[src/rtl/rv_isa_pkg.sv]
// Shared RV32I encoding constants: instruction classes, major opcodes and
// the loader FSM state encoding.
package rv_isa_pkg;

    localparam logic [3:0] CLS_R       = 4'd0;
    localparam logic [3:0] CLS_I_ARITH = 4'd1;
    localparam logic [3:0] CLS_I_SHIFT = 4'd2;
    localparam logic [3:0] CLS_LOAD    = 4'd3;
    localparam logic [3:0] CLS_STORE   = 4'd4;
    localparam logic [3:0] CLS_BRANCH  = 4'd5;
    localparam logic [3:0] CLS_JAL     = 4'd6;
    localparam logic [3:0] CLS_JALR    = 4'd7;
    localparam logic [3:0] CLS_LUI     = 4'd8;
    localparam logic [3:0] CLS_AUIPC   = 4'd9;

    localparam logic [6:0] OP_R      = 7'b0110011;
    localparam logic [6:0] OP_I      = 7'b0010011;
    localparam logic [6:0] OP_LOAD   = 7'b0000011;
    localparam logic [6:0] OP_STORE  = 7'b0100011;
    localparam logic [6:0] OP_BRANCH = 7'b1100011;
    localparam logic [6:0] OP_JAL    = 7'b1101111;
    localparam logic [6:0] OP_JALR   = 7'b1100111;
    localparam logic [6:0] OP_LUI    = 7'b0110111;
    localparam logic [6:0] OP_AUIPC  = 7'b0010111;

    typedef enum logic [1:0] {
        ST_IDLE = 2'd0,
        ST_LOAD = 2'd1,
        ST_DONE = 2'd2
    } load_state_e;

    // funct7 as used by R-type and shift-immediate: only bit 30 is variable.
    function automatic logic [6:0] funct7_of(input logic f7b5);
        return {1'b0, f7b5, 5'b00000};
    endfunction

endpackage

[src/rtl/rv_field_packer.sv]
// Combinational packer: instruction class plus decoded fields to a 32-bit
// RV32I word, with illegal-class and odd-branch-target flags.
module rv_field_packer
    import rv_isa_pkg::*;
(
    input  logic [3:0]  cls_i,
    input  logic [4:0]  rd_i,
    input  logic [4:0]  rs1_i,
    input  logic [4:0]  rs2_i,
    input  logic [2:0]  funct3_i,
    input  logic        funct7b5_i,
    input  logic [31:0] imm_i,
    output logic [31:0] word_o,
    output logic        illegal_o,
    output logic        misalign_o
);

    // Upper immediate bits beyond every field are dropped on purpose.
    logic unused_imm_s;
    assign unused_imm_s = ^imm_i[31:21];

    // Field placement per class; unused fields stay zero.
    always_comb begin
        word_o     = 32'd0;
        illegal_o  = 1'b0;
        misalign_o = 1'b0;
        case (cls_i)
            CLS_R:       word_o = {funct7_of(funct7b5_i), rs2_i, rs1_i, funct3_i, rd_i, OP_R};
            CLS_I_ARITH: word_o = {imm_i[11:0], rs1_i, funct3_i, rd_i, OP_I};
            CLS_I_SHIFT: word_o = {funct7_of(funct7b5_i), imm_i[4:0], rs1_i, funct3_i, rd_i, OP_I};
            CLS_LOAD:    word_o = {imm_i[11:0], rs1_i, funct3_i, rd_i, OP_LOAD};
            CLS_STORE:   word_o = {imm_i[11:5], rs2_i, rs1_i, funct3_i, imm_i[4:0], OP_STORE};
            CLS_BRANCH: begin
                word_o     = {imm_i[12], imm_i[10:5], rs2_i, rs1_i, funct3_i,
                              imm_i[4:1], imm_i[11], OP_BRANCH};
                misalign_o = imm_i[0];
            end
            CLS_JAL: begin
                word_o     = {imm_i[20], imm_i[10:1], imm_i[11], imm_i[19:12], rd_i, OP_JAL};
                misalign_o = imm_i[0];
            end
            CLS_JALR:    word_o = {imm_i[11:0], rs1_i, funct3_i, rd_i, OP_JALR};
            CLS_LUI:     word_o = {imm_i[19:0], rd_i, OP_LUI};
            CLS_AUIPC:   word_o = {imm_i[19:0], rd_i, OP_AUIPC};
            default:     illegal_o = 1'b1;
        endcase
    end

endmodule

[src/rtl/instr_encoder_loader.sv]
// Session-based instruction loader: encodes streamed field records and writes
// the words to consecutive instruction-memory addresses.
module instr_encoder_loader
    import rv_isa_pkg::*;
#(
    parameter int CNT_W = 16
)
(
    input  logic             clk,
    input  logic             rst_n,
    input  logic             start,
    input  logic [31:0]      base_addr,
    input  logic [CNT_W-1:0] count,
    input  logic             in_valid,
    output logic             in_ready,
    input  logic [3:0]       in_class,
    input  logic [4:0]       rd,
    input  logic [4:0]       rs1,
    input  logic [4:0]       rs2,
    input  logic [2:0]       funct3,
    input  logic             funct7b5,
    input  logic [31:0]      imm,
    output logic             imem_we,
    output logic [31:0]      imem_addr,
    output logic [31:0]      imem_wdata,
    output logic             busy,
    output logic             done,
    output logic             err_illegal,
    output logic             err_align
);

    load_state_e      state_q, state_d;
    logic [CNT_W-1:0] remain_q, remain_d;
    logic [31:0]      addr_q, addr_d;
    logic             we_q, we_d;
    logic [31:0]      waddr_q, waddr_d;
    logic [31:0]      wdata_q, wdata_d;
    logic             ill_q, ill_d;
    logic             aln_q, aln_d;

    logic [31:0]      pk_word_s;
    logic             pk_illegal_s;
    logic             pk_misalign_s;
    logic             unused_base_s;

    assign unused_base_s = ^base_addr[1:0];

    rv_field_packer u_packer (
        .cls_i      (in_class),
        .rd_i       (rd),
        .rs1_i      (rs1),
        .rs2_i      (rs2),
        .funct3_i   (funct3),
        .funct7b5_i (funct7b5),
        .imm_i      (imm),
        .word_o     (pk_word_s),
        .illegal_o  (pk_illegal_s),
        .misalign_o (pk_misalign_s)
    );

    // Session FSM, remaining-count/address counters and write-port next state.
    always_comb begin
        state_d  = state_q;
        remain_d = remain_q;
        addr_d   = addr_q;
        we_d     = 1'b0;
        waddr_d  = waddr_q;
        wdata_d  = wdata_q;
        ill_d    = ill_q;
        aln_d    = aln_q;
        case (state_q)
            ST_IDLE: begin
                if (start) begin
                    addr_d   = {base_addr[31:2], 2'b00};
                    remain_d = count;
                    ill_d    = 1'b0;
                    aln_d    = 1'b0;
                    state_d  = (count == {CNT_W{1'b0}}) ? ST_DONE : ST_LOAD;
                end else begin
                    state_d = ST_IDLE;
                end
            end
            ST_LOAD: begin
                if (in_valid) begin
                    remain_d = remain_q - CNT_W'(1);
                    // Illegal records consume a count slot but leave memory and address untouched.
                    if (pk_illegal_s) begin
                        ill_d = 1'b1;
                    end else begin
                        we_d    = 1'b1;
                        waddr_d = addr_q;
                        wdata_d = pk_word_s;
                        addr_d  = addr_q + 32'd4;
                        aln_d   = aln_q | pk_misalign_s;
                    end
                    state_d = (remain_q == CNT_W'(1)) ? ST_DONE : ST_LOAD;
                end else begin
                    state_d = ST_LOAD;
                end
            end
            ST_DONE: state_d = ST_IDLE;
            default: state_d = ST_IDLE;
        endcase
    end

    // State and output registers with asynchronous clear.
    always_ff @(posedge clk or negedge rst_n) begin
        if (!rst_n) begin
            state_q  <= ST_IDLE;
            remain_q <= {CNT_W{1'b0}};
            addr_q   <= 32'd0;
            we_q     <= 1'b0;
            waddr_q  <= 32'd0;
            wdata_q  <= 32'd0;
            ill_q    <= 1'b0;
            aln_q    <= 1'b0;
        end else begin
            state_q  <= state_d;
            remain_q <= remain_d;
            addr_q   <= addr_d;
            we_q     <= we_d;
            waddr_q  <= waddr_d;
            wdata_q  <= wdata_d;
            ill_q    <= ill_d;
            aln_q    <= aln_d;
        end
    end

    assign in_ready    = (state_q == ST_LOAD);
    assign busy        = (state_q != ST_IDLE);
    assign done        = (state_q == ST_DONE);
    assign imem_we     = we_q;
    assign imem_addr   = waddr_q;
    assign imem_wdata  = wdata_q;
    assign err_illegal = ill_q;
    assign err_align   = aln_q;

endmodule

[config.mk]
export PLATFORM = sky130hd
export DESIGN_NAME = instr_encoder_loader
export DESIGN_NICKNAME = d
export VERILOG_FILES = /design/src/rtl/rv_isa_pkg.sv /design/src/rtl/rv_field_packer.sv /design/src/rtl/instr_encoder_loader.sv
export SDC_FILE = /design/constraint.sdc
export NUM_CORES = 1
export LEC_CHECK = 0
export CAP_MARGIN = 20
export CORE_MARGIN = 2
export CORE_UTILIZATION = 51
export CTS_CLUSTER_SIZE = 20
export DETAILED_ROUTE_END_ITERATION = 7
export PLACE_DENSITY = 0.86
export SKIP_LAST_GASP = 1
export SYNTH_ARGS = -nofsm -noshare
export SYNTH_HDL_FRONTEND = slang
export SYNTH_SLANG_ARGS = --single-unit
[constraint.sdc]
create_clock -name clk -period 5.2 [get_ports clk]
set_input_delay 0.52 -clock clk [delete_from_list [all_inputs] [get_ports clk]]
set_output_delay 0.52 -clock clk [all_outputs]
set_load 0.05 [all_outputs]
Word-level counts from Yosys, hierarchy flattened. Index checks and enable logic that the tools add are counted. Widths: inputs -> output; s select.

Add/sub/neg operators: 2. Equality and inequality tests: 16. Muxes and demuxes: 24. Bitwise gates (word level): 1. Reductions and logical operators: 11.

Operators by type and width (count): $pmux 32 s10 (1); $mux 32 (3); $pmux 32 s2 (1); $add 32x3->32 const B (1); $mux 16 (2); $pmux 16 s2 (1); $eq 16x1->1 const B (1); $eq 4x3->1 const B (4); $logic_not 16->1 (1); $sub 16x1->16 const B (1); $reduce_or 10->1 (1); $mux 1 (9); $eq 4x2->1 const B (2); $eq 4x4->1 const B (2); $mux 2 (4); $ne 2x2->1 const B (4); $reduce_and 4->1 (2); $reduce_and 3->1 (2); $eq 4x1->1 const B (1); $logic_not 4->1 (1); $pmux 1 s2 (2); $pmux 2 s2 (1); $reduce_bool 2->1 (2); $eq 2x1->1 const B (1); other kinds (4) (4).

Flip-flop bits (word level): 117. Bits of input ports: 107. Logic and storage cells: 62.

Logic depth before layout (Yosys ltp). Gate-level depths: netlist of the first run.

Word-level depth: 7. Gate-level depth with buffers: 9.

By module. A second synthesis of the first run with hierarchy kept.

Cell total of the unflattened synthesis: 760. Area total of the unflattened synthesis: 6242.2 um^2.

Modules (own cells, without submodules): instr_encoder_loader (instances 1, cells an instance 662, area each 5595.4 um^2, sequential area each 2827.7 um^2); rv_field_packer (instances 1, cells an instance 98, area each 646.9 um^2, sequential area each 0.0 um^2).

Least setup slack after synthesis of the first run. Ideal clock, no wire load.

Path type: register to output. From: register state_q[1]. To: output in_ready. Arrival: 1.700 ns. Required time: 4.680 ns. Setup slack: 2.980 ns. Stages on the path, launching flop included: 7. Path buffers: 4. Path through: dfrtp_1 > clkbuf_1 > nand2b_1 > buf_2 > inv_1 > buf_2 > buf_1.

Word-level cells in the longest chain between the ends: 1.

RTL lines: start, declared (RTL line instr_encoder_loader.sv:32) `load_state_e state_q, state_d;`; start signal, assigned (RTL line instr_encoder_loader.sv:118) `state_q <= state_d;`; $eq 2x1->1 (RTL line instr_encoder_loader.sv:129) `assign in_ready = (state_q == ST_LOAD);`; end, declared (RTL line instr_encoder_loader.sv:15) `output logic in_ready,`.

Every way passes these cells.

Final worst setup path of the first run.
From: input in_class[3]. To: register addr_q[25].

Word-level cells in the longest chain between the ends: 4. Elaborated cells between the ends (all ways): 13. Those cells by class: eq/ne: 10; reduce/logical: 3.

RTL lines: start, declared (RTL line instr_encoder_loader.sv:16) `input logic [3:0] in_class,`; $eq 4x1->1 (tied with other cells) (RTL line rv_field_packer.sv:27) `case (cls_i)`; $reduce_or 10->1 (no line) *; $ne 2x2->1 (no line) *; $reduce_and 4->1 (no line) *; end signal, assigned (RTL line instr_encoder_loader.sv:120) `addr_q <= addr_d;`; end, declared (RTL line instr_encoder_loader.sv:34) `logic [31:0] addr_q, addr_d;`.

Mark *: on every way between the ends. The rest lies on a longest branch, timed or not. A chain may end at the register's enable or synchronous reset.

==> impl_metrics.ini, run 1 <==
[status]
run_status = completed

[clocking]
ctsLongestPathBuffers = 2
post_cts.repair.setup_buffers = 0
ctsHtreeMaxLevel = 3
cts_tree = done
cts_num_sinks = 112
cts_root_buf = clkbuf_16
clock_latency_ns = 0.35
cts_hold_buf = 0
cts.repair.resized = 0
clk_pin_slew_ns = 0.07
numCtsBuffers = 9

[setup_path]
required_ns = 5.43
critPathKind = primary input to flop
crit_path_max_fanout = 44
r2r-start = state_q[1]
rr_worst_depth = 7
critPathCaptureType = flop
arrival_ns = 3.99
critPathLaunchType = primary input
reg2reg_slack_ns = 1.86
r2r-end = addr_q[25]
slowest_delay_ns = 0.80
crit_slowest_cell = inv_2
crit_chain = clkdlybuf4s50_1 > o21a_1 > a211oi_4 > buf_4 > nand2_2 > inv_2 > and4_1 > nor3_1

[synthesis]
yosys_warnings = 0
yosysTopAreaCell = dfrtp_1
synthTopCellsByCount = nand2_1 (146), dfrtp_1 (112), o21ai_0 (55), a21oi_1 (53), nor2_1 (47)
synthesis.area_um2 = 5880
synthFlopType = dfrtp_1
synth.most_common_cell = nand2_1
ys_ff_latch = 112
seq_area_frac_synth_pct = 47.7
syn_avg_cell_area_um2 = 8.64
netlist_instances = 681
ys_types = 65
yosysTopAreaCellShare_pct = 47.7
synth_area_leaders = dfrtp_1 (48%), nand2_1 (9.3%), o21ai_0 (4.7%)
ys_async_sr_fraction_pct = 100
synth_edf_count = 0

[route]
drt_iter0_drc = 585
m1WireLength_um = 7340
wl_met3_um = 1030
dr_wl_met2_um = 8890
routed_via_density = 6.11
drc = 0
firstDrtPassIters = 5
maxUsedRoutingLayer = met4
wirelength_um = 17900
routedWlPerCell_um = 18.6
vias = 5882
ant_nets = 0

[timing]
hold_viol_final = 0
relSlewSlack_pct = 42.0
period_share_pct = 72.3
grt_setup_unrepaired = no
clock_skew_ns = 0.00598
fmax_ghz = 0.266
holdWs_ns = 0.280
tns_ns = 0
max_slew.worst_pin.slew_ns = 0.870
slew_violations = 0
setup_violations = 0
period_needed_ns = 3.76

[global_routing]
grt_pass1_wl_um = 29100
grt_pass1_vias = 5769
gr-total-overflow = 0
grt_max_degree = 70
track_usage_pct = 28.7
antenna_found_initial = 0

[floorplan]
start_util_pct = 51.9
core-area_um2 = 11300
dieArea_um2 = 12400
dieHeight_um = 111
row_count = 39
pin_count = 177
die_x_um = 111

[layout]
drive_above_1_share_pct = 5.13
instances_no_fill = 962
nNetsFinal = 924
fillCellCount = 931
multiInputGateArea_um2 = 2830
area_delta_synth_final_pct = 33.3
regArea_um2 = 2800
insertedDiodeCount = 0

[pwr]
peakVddDrop_mv = 0.208
p_leak_nw = 3.29
finalPower_w = 0.00269
cellPowerDensity_nw_per_um2 = 344

[placement]
placedCellCount = 944
finalWeightedCongestion = 0.916
port_buffers = 161
post-dp-hpwl_um = 12700

[flow_run]
drv_cap = 0

[hold_path]
hp-class = primary input to asynchronous set/reset pin
cell type report:
cell class	instances	area share [%]
inverters	11	0.527
multi-input cells	511	36.1
clock inverters	6	0.974
well taps	143	2.28
clock buffers	10	3.05
repair buffers	169	21.3
flip-flops and latches	112	35.8
critical path, delay by kind of cell:
| kind | cells | cell delay [ns] |
|---|---|---|
| compound gates | 2 | 0.58 |
| simple gates | 3 | 0.87 |
| buf+inv | 3 | 1.96 |
cells in the final DEF (no fill, tap or decap), types with 6 or more instances in the layout:
cell type        instances
clkdlybuf4s50_1        160
mux2i_1                  6
nand4_1                 13
and3_1                   8
o21ai_0                 55
nand3_1                 26
a222oi_1                 8
nor3_1                  15
a221oi_1                 9
o22ai_1                 14
inv_1                    9
a21oi_1                 53
nor2_1                  47
buf_4                    8
dfrtp_1                112
clkbuf_16                9
nand2_1                146
o22a_1                   8
a2bb2oi_1               15
nor4_1                   8
worst max-delay path by stage:
stage / from / to / slack, ns / cells past startpoint
4_1_cts: in_class[3] / addr_q[25] / 1.46 / 8
3_3_place_gp: in_class[3] / addr_q[25] / 1.19 / 8
5_1_grt: in_class[3] / addr_q[29] / 1.22 / 8
2_1_floorplan: state_q[1] / in_ready / 2.98 / 6
6_report: in_class[3] / addr_q[25] / 1.44 / 8
3_5_place_dp: in_class[3] / addr_q[25] / 1.09 / 8
stage by stage:
step	setup WS [ns]	cell area (um2)	utilization (%)
6_report	1.44	7840	69.2
5_1_grt	1.22	7840	69.2
4_1_cts	1.46	7820	69.1
3_5_place_dp	1.09	7500	66.3
3_3_place_gp	1.19	7500	66.3
2_1_floorplan	2.98	5880	-
power by group:
group	internal (W)	total [W]	switching (W)	leakage [nW]
Sequential	0.00101	0.00114	0.000137	1.39
Clock	0.000395	0.000729	0.000334	0.149
Combinational	0.000302	0.000821	0.000519	1.75
layer usage:
layer / global-route usage (%) / vias up
met5: 0 / -
met4: 11.8 / 0
met3: 3.21 / 54
met2: 48.3 / 266
met1: 38.2 / 2820
li1: - / 2742
flip-flops by register name, summed over array words and instances, names as in the netlist:
name         cells
imem_wdata      31
addr_q          30
imem_addr       30
remain_q        16
state_q          2
err_align        1
err_illegal      1
imem_we          1
cell families (layout without fill, tap and decap cells):
group	Yosys count	count (layout)	synth area share (%)
AND/OR/NAND/NOR	297	297	23.6
other	1	2	0.0638
AO/OA/AOI/OAI	201	201	22.3
adder cells (fa/ha/maj)	4	4	0.809
buffers and inverters	59	196	4.36
multiplexers	6	6	1.02
flip-flops	112	112	47.7
XOR/XNOR	1	1	0.149
(Power assumes the default switching activity.)
==> run 2: changes to the inputs <==
CORE_UTILIZATION = 43   (was 51)
PLACE_DENSITY = 0.77   (was 0.86)
clock period = 3.2 ns   (was 5.2 ns; I/O delays follow)
==> impl_metrics.ini, run 2 (same netlist as run 1, synthesis figures left out) <==
[route]
vias = 5747
ant_nets = 0
routedWlPerCell_um = 17.5
wirelength_um = 17400
drc = 0
drt_iter0_drc = 620
firstDrtPassIters = 8
routed_via_density = 5.76

[timing]
clock_skew_ns = 0.00715
slew_violations = 0
tns_ns = 0
setup_violations = 0
period_needed_ns = 2.37
relSlewSlack_pct = 45.0
grt_setup_unrepaired = no
hold_viol_final = 0
fmax_ghz = 0.421
max_slew.worst_pin.slew_ns = 0.825
period_share_pct = 74.2

[pwr]
peakVddDrop_mv = 0.254
cellPowerDensity_nw_per_um2 = 549
p_leak_nw = 3.31

[setup_path]
required_ns = 3.44
reg2reg_slack_ns = 0.83
r2r-end = addr_q[30]
critPathCaptureType = flop
rr_worst_depth = 6
r2r-start = addr_q[2]
critPathKind = flop to flop
crit_path_max_fanout = 7
arrival_ns = 2.61
critPathLaunchType = flop

[global_routing]
gr-total-overflow = 0
track_usage_pct = 23.8
antenna_found_initial = 0
grt_pass1_wl_um = 27400
grt_pass1_vias = 5357
grt_max_degree = 84

[hold_path]
min_to = imem_wdata[5]
hp-class = flop to flop
holdPathStages = 2
min_from = imem_wdata[5]

[placement]
finalWeightedCongestion = 0.929
place_area_um2 = 7610
port_buffers = 161
post-dp-hpwl_um = 12500

[clocking]
cts_root_buf = clkbuf_16
ctsHtreeMaxLevel = 3
clk_pin_slew_ns = 0.07
post_cts.repair.setup_buffers = 0
ctsLongestPathBuffers = 2
cts_tree = done
numCtsBuffers = 9
cts_num_sinks = 112
clock_latency_ns = 0.35

[layout]
nNetsFinal = 929
final_common_cell = clkdlybuf4s50_1
largest_register_ffs = 31
area_delta_synth_final_pct = 34.7
insertedDiodeCount = 0
drive_above_1_share_pct = 5.36
mostFrequentLayoutCells = clkdlybuf4s50_1 (159), nand2_1 (146), dfrtp_1 (112)
fin_area_um2 = 7920

[floorplan]
pin_count = 177
start_util_pct = 44.2
dieArea_um2 = 14600
dieHeight_um = 121
row_count = 42
core-area_um2 = 13300
die_x_um = 121

[flow_run]
drv_cap = 0

[status]
run_status = completed
## run 2: cell type report
cell class / count / area (um2)
clock buffers: 9 / 225
clock inverters: 4 / 72.6
fillers: 1174 / 5380
inverters: 11 / 41.3
multi-input cells: 511 / 2830
flip-flops and latches: 112 / 2800
well taps: 176 / 220
repair buffers: 174 / 1730
## run 2: timing repair
item / 4_1_cts / 5_1_grt
hold endpoints to repair: 35 / 0
hold buffers: 1 / 0
gates resized for setup: 0 / 0
setup endpoints to repair: 0 / 0
## run 2: power by group
group / switching [W] / leakage, nW / internal, W
clock network: 0.000495 / 0.143 / 0.000672
logic: 0.000831 / 1.78 / 0.000497
registers: 0.000215 / 1.39 / 0.00164
## run 2: critical path, cell delays in order (launching register included)
cell,delay (ns)
dfrtp_1,0.41
ha_1,0.23
nand4_1,0.29
nor3_2,0.55
and2_1,0.37
a211oi_1,0.13
a311oi_1,0.28
## run 2: worst max path at each step
stage	to	from	slack, ns
floorplan	remain_q[12]	state_q[1]	1.04
global placement	addr_q[23]	in_valid	0.67
detailed placement	addr_q[23]	in_valid	0.64
CTS	addr_q[30]	addr_q[2]	0.85
global route	addr_q[23]	state_q[0]	0.73
finish	addr_q[30]	addr_q[2]	0.83
## run 2: per-layer routing
layer	track usage [%]	vias up	part of all wire, %
li1	-	2731	-
met2	38.1	223	49
met3	3.20	30	6.8
met1	32.9	2763	42
met5	0	-	0
met4	9.01	0	2.2
## run 2: metrics by stage
step                hold slack, ns  setup slack [ns]  cells  util [%]  total power [W]
global placement             0.349             0.666    983      57.2          0.00316
CTS                          0.481             0.851    997      59.6          0.00437
detailed placement           0.361             0.640    983      57.2          0.00320
floorplan                   0.0244              1.04    682         -          0.00266
global route                 0.492             0.734    997      59.6          0.00456
finish                       0.476             0.827    997      59.6          0.00435
